===== src/rtl/prog_loader_pkg.sv =====
// prog_loader_pkg: shared definitions for the program loader.
//   state_t   - loader FSM state encoding
//   MAX_WORDS - largest program length accepted (program memory depth)
//   ADDR_W    - program-memory address width
//   DATA_W    - byte/data width
//   CNT_W     - width wide enough to hold a length of MAX_WORDS
package prog_loader_pkg;

  localparam int unsigned MAX_WORDS = 32;
  localparam int unsigned ADDR_W    = 5;
  localparam int unsigned DATA_W    = 8;
  localparam int unsigned CNT_W     = ADDR_W + 1;

  typedef enum logic [3:0] {
    IDLE,
    LEN,
    GETB,
    ADDR,
    WRITE,
    CHK,
    REL,
    DONE,
    ERR
  } state_t;

endpackage


===== src/rtl/prog_loader.sv =====
// prog_loader: receives a length-prefixed, checksummed byte stream and writes
// it into a CPU program memory, then releases the CPU with a reset pulse.
// Stream: length N (1..MAX_WORDS), N program bytes, checksum (sum mod 256).
// Ports:
//   Clock, Reset        - rising-edge clock, async active-high reset
//   Start               - load request (honoured only in IDLE/DONE/ERR)
//   InValid/InData      - byte stream in; InReady - byte accepted this cycle
//   programEn           - CPU program-entry enable, high from LEN through CHK
//   AddrSel/Addrload    - program address and its one-cycle load strobe
//   DataOut/PRload      - program byte and its one-cycle write strobe
//   CpuReset            - one-cycle CPU reset after a good load
//   Done/Error          - outcome of the last load
module prog_loader
  import prog_loader_pkg::*;
(
  input  logic              Clock,
  input  logic              Reset,
  input  logic              Start,
  input  logic              InValid,
  input  logic [DATA_W-1:0] InData,
  output logic              InReady,
  output logic              programEn,
  output logic [ADDR_W-1:0] AddrSel,
  output logic              Addrload,
  output logic [DATA_W-1:0] DataOut,
  output logic              PRload,
  output logic              CpuReset,
  output logic              Done,
  output logic              Error
);

  state_t              state_q, state_d;
  logic [CNT_W-1:0]    n_q, n_d;
  logic [ADDR_W-1:0]   addr_q, addr_d;
  logic [DATA_W-1:0]   sum_q, sum_d;
  logic [DATA_W-1:0]   data_q, data_d;
  logic [CNT_W-1:0]    n_last;
  logic                len_ok;

  always_ff @(posedge Clock or posedge Reset) begin
    if (Reset) begin
      state_q <= IDLE;
      n_q     <= '0;
      addr_q  <= '0;
      sum_q   <= '0;
      data_q  <= '0;
    end else begin
      state_q <= state_d;
      n_q     <= n_d;
      addr_q  <= addr_d;
      sum_q   <= sum_d;
      data_q  <= data_d;
    end
  end

  assign n_last = n_q - CNT_W'(1);
  assign len_ok = (InData != '0) && (InData <= DATA_W'(MAX_WORDS));

  // Next state. InReady is 1 in LEN/GETB/CHK, so InValid alone marks a
  // transfer there. addr only advances below N-1, so it can never wrap.
  always_comb begin
    state_d = state_q;
    n_d     = n_q;
    addr_d  = addr_q;
    sum_d   = sum_q;
    data_d  = data_q;
    unique case (state_q)
      IDLE, DONE, ERR: begin
        if (Start) state_d = LEN;
      end
      LEN: begin
        if (InValid) begin
          if (len_ok) begin
            n_d     = InData[CNT_W-1:0];
            addr_d  = '0;
            sum_d   = '0;
            state_d = GETB;
          end else begin
            state_d = ERR;
          end
        end
      end
      GETB: begin
        if (InValid) begin
          data_d  = InData;
          sum_d   = sum_q + InData;
          state_d = ADDR;
        end
      end
      ADDR:  state_d = WRITE;
      WRITE: begin
        if ({1'b0, addr_q} == n_last) begin
          state_d = CHK;
        end else begin
          addr_d  = addr_q + ADDR_W'(1);
          state_d = GETB;
        end
      end
      CHK: begin
        if (InValid) state_d = (InData == sum_q) ? REL : ERR;
      end
      REL:     state_d = DONE;
      default: state_d = IDLE;
    endcase
  end

  // Moore outputs decoded from the state register, so reset clears them
  // immediately and strobes are exactly one cycle wide.
  always_comb begin
    InReady   = 1'b0;
    programEn = 1'b0;
    Addrload  = 1'b0;
    PRload    = 1'b0;
    CpuReset  = 1'b0;
    Done      = 1'b0;
    Error     = 1'b0;
    unique case (state_q)
      LEN, GETB, CHK: begin
        InReady   = 1'b1;
        programEn = 1'b1;
      end
      ADDR: begin
        programEn = 1'b1;
        Addrload  = 1'b1;
      end
      WRITE: begin
        programEn = 1'b1;
        PRload    = 1'b1;
      end
      REL:     CpuReset = 1'b1;
      DONE:    Done     = 1'b1;
      ERR:     Error    = 1'b1;
      default: ;
    endcase
  end

  assign AddrSel = addr_q;
  assign DataOut = data_q;

endmodule


===== config.mk =====
export PLATFORM = sky130hd
export DESIGN_NAME = prog_loader
export DESIGN_NICKNAME = d
export VERILOG_FILES = /design/src/rtl/prog_loader_pkg.sv /design/src/rtl/prog_loader.sv
export SDC_FILE = /design/constraint.sdc
export NUM_CORES = 1
export LEC_CHECK = 0
export BUFFER_PORTS_ARGS = -buffer_cell sky130_fd_sc_hd__buf_2
export CORE_MARGIN = 5
export CORE_UTILIZATION = 56
export CTS_CLUSTER_SIZE = 30
export DETAILED_ROUTE_END_ITERATION = 6
export GPL_ROUTABILITY_DRIVEN = 0
export PLACE_DENSITY = 0.79
export SETUP_SLACK_MARGIN = 0.02
export SYNTH_ARGS = -nofsm -noshare
export SYNTH_HDL_FRONTEND = slang
export SYNTH_SLANG_ARGS = --single-unit
export TNS_END_PERCENT = 20

===== constraint.sdc =====
create_clock -name Clock -period 2.7 [get_ports Clock]
set_clock_uncertainty 0.15 [all_clocks]
set_input_delay 0.135 -clock Clock [delete_from_list [all_inputs] [get_ports Clock]]
set_output_delay 0.135 -clock Clock [all_outputs]
set_load 0.02 [all_outputs]

* After elaboration in Yosys (flattened, before gate mapping) *
Cells that the tools add are included.

storage, ports and cells
  flip-flop bits (word level) = 31
  bits in latches = 0
  RAM bits = 0
  bits in read-only memories = 0
  input port bits = 12
  output and inout port bits = 20
  logic and storage cells = 61
  memories = 0

cells by class
  $add $sub $neg = 3
  multiply operators = 0
  divide/modulo/power cells = 0
  magnitude comparators = 1
  eq/ne operators = 16
  shifts and indexed selects = 0
  multiplexer cells = 23
  bitwise logic cells = 0
  reductions and logical operators = 13

operator list
  cell                 number
  $pmux 4 s7           1
  $mux 4               6
  $mux 8               3
  $eq 4x3->1 const B   4
  $pmux 8 s2           1
  $mux 5               3
  $ne 2x2->1 const B   6
  $reduce_and 4->1     3
  $pmux 5 s2           1
  $add 8x8->8          1
  $eq 4x2->1 const B   2
  $eq 8x8->1           1
  $le 8x6->1 const B   1
  $reduce_bool 8->1    1
  $mux 1               7
  $eq 5x6->1           1
  $reduce_or 3->1      2
  $sub 6x1->6 const B  1
  $add 5x1->5 const B  1
  $reduce_or 5->1      1
  $eq 4x1->1 const B   1
  $eq 4x4->1 const B   1
  $logic_not 4->1      1
  $reduce_bool 2->1    2
  other kinds (4)      4

* Longest topological paths before layout *
Gate-level depths: netlist of the first run.

  word-level depth = 5
  gate-level depth with buffers = 7

* Least setup slack after synthesis of the first run *
OpenSTA, ideal clock, no wires.

  path type = reg-to-reg
  start = register state_q[0]
  end = register state_q[1]
  arrival = 2039 ps
  data required time = 2484 ps
  slack = 445 ps
  cell stages (with the launch flop) = 5
  buffers on the path = 1
  period minus slack after synthesis = 2255 ps
  path through = dfrtp_1 -> clkbuf_1 -> nor3_1 -> a21boi_0 -> o221a_2

on the way
  longest elaborated chain between the ends = 4
  elaborated cells between the ends (all ways) = 16

RTL lines
  what                                RTL line           source
  from (decl)                         prog_loader.sv:32  state_t state_q, state_d;
  from (signal assigned)              prog_loader.sv:48  state_q <= state_d;
  $eq 4x3->1 (tied with other cells)  prog_loader.sv:67  unique case (state_q)
  $reduce_or 3->1                     prog_loader.sv:67
  $ne 2x2->1 (no line)                --
  $reduce_and 4->1 (no line)          --

Parallel ways exist; a longest one is shown, timed or not.
A chain may end at the register's enable or synchronous reset.

* Worst setup path in the final report of the first run *
  start = input InData[2]
  end = register sum_q[3]

on the way
  longest elaborated chain between the ends = 4
  elaborated cells between the ends (all ways) = 8

RTL lines
  what                                             RTL line           source
  from (decl)                                      prog_loader.sv:20  input logic [DATA_W-1:0] InData,
  $le 8x6->1 or $reduce_bool 8->1 (tied branches)  prog_loader.sv:57  assign len_ok = (InData != '0) && (InData <= DATA_W'(MAX_WORDS));
  $logic_and 1x1->1                                prog_loader.sv:57
  $ne 2x2->1 (no line)                             --
  $reduce_and 4->1 (no line)                       --
  to (signal assigned)                             prog_loader.sv:51  sum_q <= sum_d;
  to (decl)                                        prog_loader.sv:35  logic [DATA_W-1:0] sum_q, sum_d;

Parallel ways exist; a longest one is shown, timed or not. The select of a mux whose other input is x is not followed.

==> results.yml, run 1 <==
run_status:
  status: "completed"
power_and_ir_drop:
  p_int_uw: 1550
  p_seq_share_pct: 31.8
  pwr-share-comb_pct: 54.8
  ir_drop_mv: 0.621
  leakagePower_uw: 0.00122
  finalPower_uw: 2760
  switchingPower_uw: 1210
  power_density_nw_per_um2: 1140
  clock_power_share_pct: 13.3
  p_sw_share_pct: 43.9
critical_path:
  r2r_cells: 5
  critPathMaxStageDelay_ps: 540
  rrSetupSlack_ps: 460
  reg2reg_from: "state_q[0]$_DFFE_PP0P_"
  path_cells: "dlygate4sd3_1, buf_2, or4_1, or3_4, and3_4, o21ai_4, mux2_4"
  crit_path_max_fanout: 8
  start_kind: "input port"
  required_ps: 2780
  cp_top_family: "simple AND/OR/NAND/NOR gates"
  end_kind: "flip-flop"
  worstPathBufferInverterCount: 2
  critPathSlowestCell: "or4_1"
  worstSetupPathType: "in -> reg"
  cp.depth: 7
  crit_arrival_ps: 2500
  rr_endpoint: "sum_q[7]$_DFFE_PP0P_"
clock_tree:
  numCtsBuffers: 5
  cts_tree: "yes"
  clock_path_buffers: 2
  cts_resized: 0
  path_clk_slew_ps: 100
  clk_latency_ps: 340
  cts_root_buffer: "clkbuf_4"
  cts.sinks: 31
  cts_max_level: 2
floorplan:
  placementRows: 21
  start_util_pct: 59.2
  fp.coreArea_um2: 3420
  die_w_um: 70.1
  io_pins: 32
  die_h_um: 70.1
  die-area_um2: 4910
logic_synthesis:
  synth_top_area_cell: "dfrtp_1"
  ys_async_sr_fraction_pct: 100
  synthTopCellsByArea: "dfrtp_1, nand2_1, ha_1"
  synth.distinct_cells: 58
  syn_inst: 214
  synth_ff_type: "dfrtp_1"
  syn_nets: 236
  yosysWarningCount: 0
  syn_area_per_cell_um2: 9.45
  synth_edf_count: 0
  synth_top_area_share_pct: 38.3
  syn-cell-area_um2: 2020
  yosysSeqAreaShare_pct: 38.3
  synth_seq_cells: 31
global_routing:
  grt_overflow: 0
  grt_pass1_vias: 1739
  grt_pass1_wl_um: 8050
  grt_max_degree: 32
  grtUsageTotal_pct: 20.3
  antenna_found_initial: 0
place:
  place_hpwl_um: 3300
  port_buffers: 31
layout:
  fin_nets: 284
  final_common_cell: "nand2_1"
  area_growth_syn_to_layout_pct: 20.0
  drive_gt1_share_pct: 25.9
  final_cell_mix: "nand2_1, dfrtp_1, buf_2"
  antenna_cells: 0
job:
  drv_cap: 0
min_path:
  worstHoldStart: "InValid"
  worstHoldPathCells: 3
  hold_end: "sum_q[4]$_DFFE_PP0P_"
  min_path_type: "in -> reg"
route:
  avgViaCountPerCell: 5.73
  postRouteAntennaNets: 0
  vias: 1772
  drt_iter0_drc: 171
  dr.pass1.iters: 4
  wl_per_cell_um: 14.9
  remaining_drc_errors: 0
  drt-total-wl_um: 4600
sta:
  final_hold_viol_count: 0
  fin_crit_sh_pct: 89.6
  timing.setup.tns_ps: 0
  clock.fmax_mhz: 413
  period_needed_ps: 2420
  max_slew.worst_pin.slew_ps: 528
  drv_slew: 0
  rsz0062_at_grt: "false"
  finalSetupViolations: 0
  relSlewSlack_pct: 64.5
[power by group through the flow]
stage / logic [uW] / clock network (uW) / registers, uW
6_report: 1510 / 368 / 879
5_1_grt: 1690 / 398 / 916
3_3_place_gp: 1470 / 0 / 875
4_1_cts: 1510 / 371 / 874
3_5_place_dp: 1500 / 0 / 879
2_1_floorplan: 1070 / 0 / 909
[flip-flops by register name, summed over array words and instances (netlist names)]
name / cells
DataOut: 8
sum_q: 8
n_q: 6
AddrSel: 5
state_q: 4
[final cells by class]
cell class,instances,area (um^2)
Inverter,5,18.8
Clock inverter,3,43.8
Fill cell,263,988
Multi-Input combinational cell,170,1180
Clock buffer,5,37.5
Sequential cell,31,776
Timing Repair Buffer,49,315
Tap cell,46,57.6
[stage by stage]
step / instances / hold WS [ps] / instance area [um^2] / util (%) / setup WS [ps]
after global routing: 309 / 100 / 2430 / 71.1 / 221
after global placement: 291 / 81.7 / 2250 / 65.8 / 502
after detailed placement: 291 / 80.8 / 2250 / 65.8 / 465
after floorplan: 214 / 88.5 / 2020 / - / 445
after CTS: 309 / 123 / 2430 / 71.1 / 263
final: 309 / 120 / 2430 / 71.1 / 281
[cells in the mapped netlist (all sizes together), types with 3 or more instances]
| master | count |
|---|---|
| a211oi | 3 |
| a21o | 5 |
| a21oi | 10 |
| a22o | 4 |
| and3 | 6 |
| clkbuf | 5 |
| dfrtp | 31 |
| ha | 9 |
| inv | 5 |
| mux2 | 7 |
| mux2i | 5 |
| nand2 | 40 |
| nand2b | 3 |
| nand3b | 3 |
| nand4 | 3 |
| nor2 | 8 |
| nor3 | 9 |
| o21ai | 8 |
| or3 | 4 |
| xnor2 | 5 |
| xor2 | 7 |
[metal layers]
metal	vias to the layer above	global-route usage [%]	routed length, um
li1	875	-	-
met1	850	26.2	2040
met2	43	33.5	2270
met3	4	4.88	238
met4	0	6.17	43
met5	-	0	0
[kinds of logic (layout without fill, tap and decap cells)]
family | count (synthesis) | count (layout) | share of synthesized area (%)
and+or+nand+nor | 90 | 90 | 23.0
AOI/OAI and AO/OA | 46 | 46 | 16.9
DFF | 31 | 31 | 38.3
buffers and inverters | 13 | 62 | 3.40
xor gates and xnor gates | 12 | 12 | 5.19
muxes | 12 | 12 | 6.55
adders and majority gates | 10 | 10 | 6.56
[worst register-to-register path: cells and delay by family, from the launching register on]
kind / cells / cell delay [ps]
flops: 1 / 570
simple gates: 3 / 970
compound gates: 2 / 450
[worst max-delay path by stage]
stage / start / to
after global placement: InData[2] / sum_q[3]$_DFFE_PP0P_
after CTS: InData[2] / sum_q[3]$_DFFE_PP0P_
after detailed placement: InData[2] / sum_q[3]$_DFFE_PP0P_
final: InData[2] / sum_q[3]$_DFFE_PP0P_
after floorplan: state_q[0]$_DFFE_PP0P_ / state_q[1]$_DFFE_PP0P_
after global routing: InData[2] / sum_q[3]$_DFFE_PP0P_
[what timing repair did]
| item | CTS | global route |
|---|---|---|
| hold endpoints to repair | 46 | 0 |
| hold buffers | 10 | 0 |
| buffers inserted | 0 | 0 |
Note: power is estimated with default switching activity, not from simulation.
==> inputs of run 2 (changes only) <==
--- a/config.mk
+++ b/config.mk
@@ -5,11 +5,11 @@
 export SDC_FILE = /design/constraint.sdc
 export NUM_CORES = 1
 export LEC_CHECK = 0
-export BUFFER_PORTS_ARGS = -buffer_cell sky130_fd_sc_hd__buf_2
 export CORE_MARGIN = 5
-export CORE_UTILIZATION = 56
+export CORE_UTILIZATION = 63
 export CTS_CLUSTER_SIZE = 30
 export DETAILED_ROUTE_END_ITERATION = 6
+export DONT_BUFFER_PORTS = 1
 export GPL_ROUTABILITY_DRIVEN = 0
 export PLACE_DENSITY = 0.79
 export SETUP_SLACK_MARGIN = 0.02
==> results.yml, run 2 (synthesized netlist as in run 1, its figures left out) <==
critical_path:
  critPathMaxStageDelay_ps: 530
  cp_top_family: "buffers and inverters"
  path_cells: "buf_4, nor4b_2, buf_4, and2_1, nand2_1, nand2_1, dlygate4sd3_1"
  rrSetupSlack_ps: 260
  crit_path_max_fanout: 13
  critPathSlowestCell: "dlygate4sd3_1"
  worstPathBufferInverterCount: 3
  required_ps: 2840
  start_kind: "flip-flop"
  worstSetupPathType: "reg -> reg"
  crit_arrival_ps: 2580
  end_kind: "flip-flop"
sta:
  drv_slew: 0
  finalSetupViolations: 0
  clock.fmax_mhz: 410
  fin_crit_sh_pct: 90.3
  timing.setup.tns_ps: 0
  rsz0062_at_grt: "false"
  final_hold_viol_count: 0
  period_needed_ps: 2440
  max_slew.worst_pin.slew_ps: 645
  relSlewSlack_pct: 56.7
power_and_ir_drop:
  leakagePower_uw: 0.00107
  switchingPower_uw: 1210
  p_seq_share_pct: 39.5
  pwr-share-comb_pct: 49.7
  ir_drop_mv: 0.641
  p_int_uw: 1360
  finalPower_uw: 2580
  p_sw_share_pct: 47.1
  power_density_nw_per_um2: 1140
  clock_power_share_pct: 10.8
clock_tree:
  cts_root_buffer: "clkbuf_4"
  cts_hold_buf: 12
  path_clk_slew_ps: 120
  clock_path_buffers: 2
  postCtsSetupRepairBufs: 0
  cts_resized: 0
  cts.sinks: 31
  numCtsBuffers: 5
  cts_max_level: 2
  clk_latency_ps: 360
  cts_tree: "yes"
floorplan:
  die_h_um: 66.7
  die-area_um2: 4440
  placementRows: 20
  start_util_pct: 65.7
  fp.coreArea_um2: 3080
  die_w_um: 66.7
  io_pins: 32
route:
  drt-total-wl_um: 5070
  remaining_drc_errors: 0
  drt_iter0_drc: 199
  vias: 1711
  wl_per_cell_um: 18.3
  postRouteAntennaNets: 0
  dr.pass1.iters: 4
  avgViaCountPerCell: 6.18
job:
  drv_cap: 0
layout:
  final_cell_mix: "nand2_1, dfrtp_1, dlygate4sd3_1"
  final_util_pct: 73.3
  area_growth_syn_to_layout_pct: 11.4
  fin_nets: 254
  fin_cells: 277
  final_common_cell: "nand2_1"
  antenna_cells: 0
  drive_gt1_share_pct: 15.0
min_path:
  min_path_type: "in -> reg"
run_status:
  status: "completed"
global_routing:
  grt_pass1_vias: 1739
  grtUsageTotal_pct: 26.2
  antenna_found_initial: 0
  grt_max_degree: 18
  grt_pass1_wl_um: 8600
  grt_overflow: 0
place:
  dp.cells: 257
  place_hpwl_um: 3410
  port_buffers: 0
[run 2: cell count changes in the layout (fill, tap and decap cells not counted), sizes merged]
cell	change
buf	-32
clkinv	-1
clkinvlp	+1
dlygate4sd3	+2
bufinv	-1
clkbuf	+1
[run 2: path summary, 6_finish.rpt]
check | from | to | cells after the start
setup reg to reg | state_q[3]$_DFFE_PP0P_ | DataOut[7]$_DFFE_PP0P_ | 7
setup / recovery | state_q[3]$_DFFE_PP0P_ | DataOut[7]$_DFFE_PP0P_ | 7
hold / removal | InValid | AddrSel[3]$_DFFE_PP0P_ | 4
hold reg to reg | sum_q[0]$_DFFE_PP0P_ | sum_q[0]$_DFFE_PP0P_ | 1
max in group asynchronous | Reset | sum_q[6]$_DFFE_PP0P_ | 3
min in group asynchronous | Reset | n_q[0]$_DFFE_PP0P_ | 2
[run 2: worst reg2reg max path, cell delays in order (launching register included)]
cell	delay (ps)
dfrtp_1	410
buf_4	180
nor4b_2	270
buf_4	190
and2_1	440
nand2_1	120
nand2_1	70
dlygate4sd3_1	530
[run 2: final cells by class]
class / count / area [um^2]
Timing Repair Buffer: 19 / 173
Clock buffer: 6 / 41.3
Fill cell: 233 / 823
Multi-Input combinational cell: 170 / 1180
Inverter: 5 / 18.8
Clock inverter: 2 / 12.5
Sequential cell: 31 / 776
Tap cell: 44 / 55.1
[run 2: power groups by stage]
stage	logic [uW]	clock network [uW]	registers [uW]
after CTS	1260	289	1020
after global routing	1420	301	1050
after floorplan	1070	0	909
final	1280	278	1020
after detailed placement	1220	0	1020
after global placement	1160	0	1010
[run 2: metrics by stage]
step / setup WS [ps] / area [um^2] / hold slack (ps)
after global placement: 501 / 2080 / -30.9
final: 261 / 2250 / 28.8
after global routing: 123 / 2250 / 53.8
after floorplan: 445 / 2020 / 88.5
after detailed placement: 420 / 2080 / -11.6
after CTS: 288 / 2250 / 4.08
[run 2: layer usage]
layer  vias to the layer above  global-route usage, %  part of all wire [%]
met2                        69                   43.3                    49
li1                        814                      -                     -
met4                         0                   10.7                   2.6
met3                        13                   9.95                   9.4
met5                         -                      0                     0
met1                       815                   30.3                    39
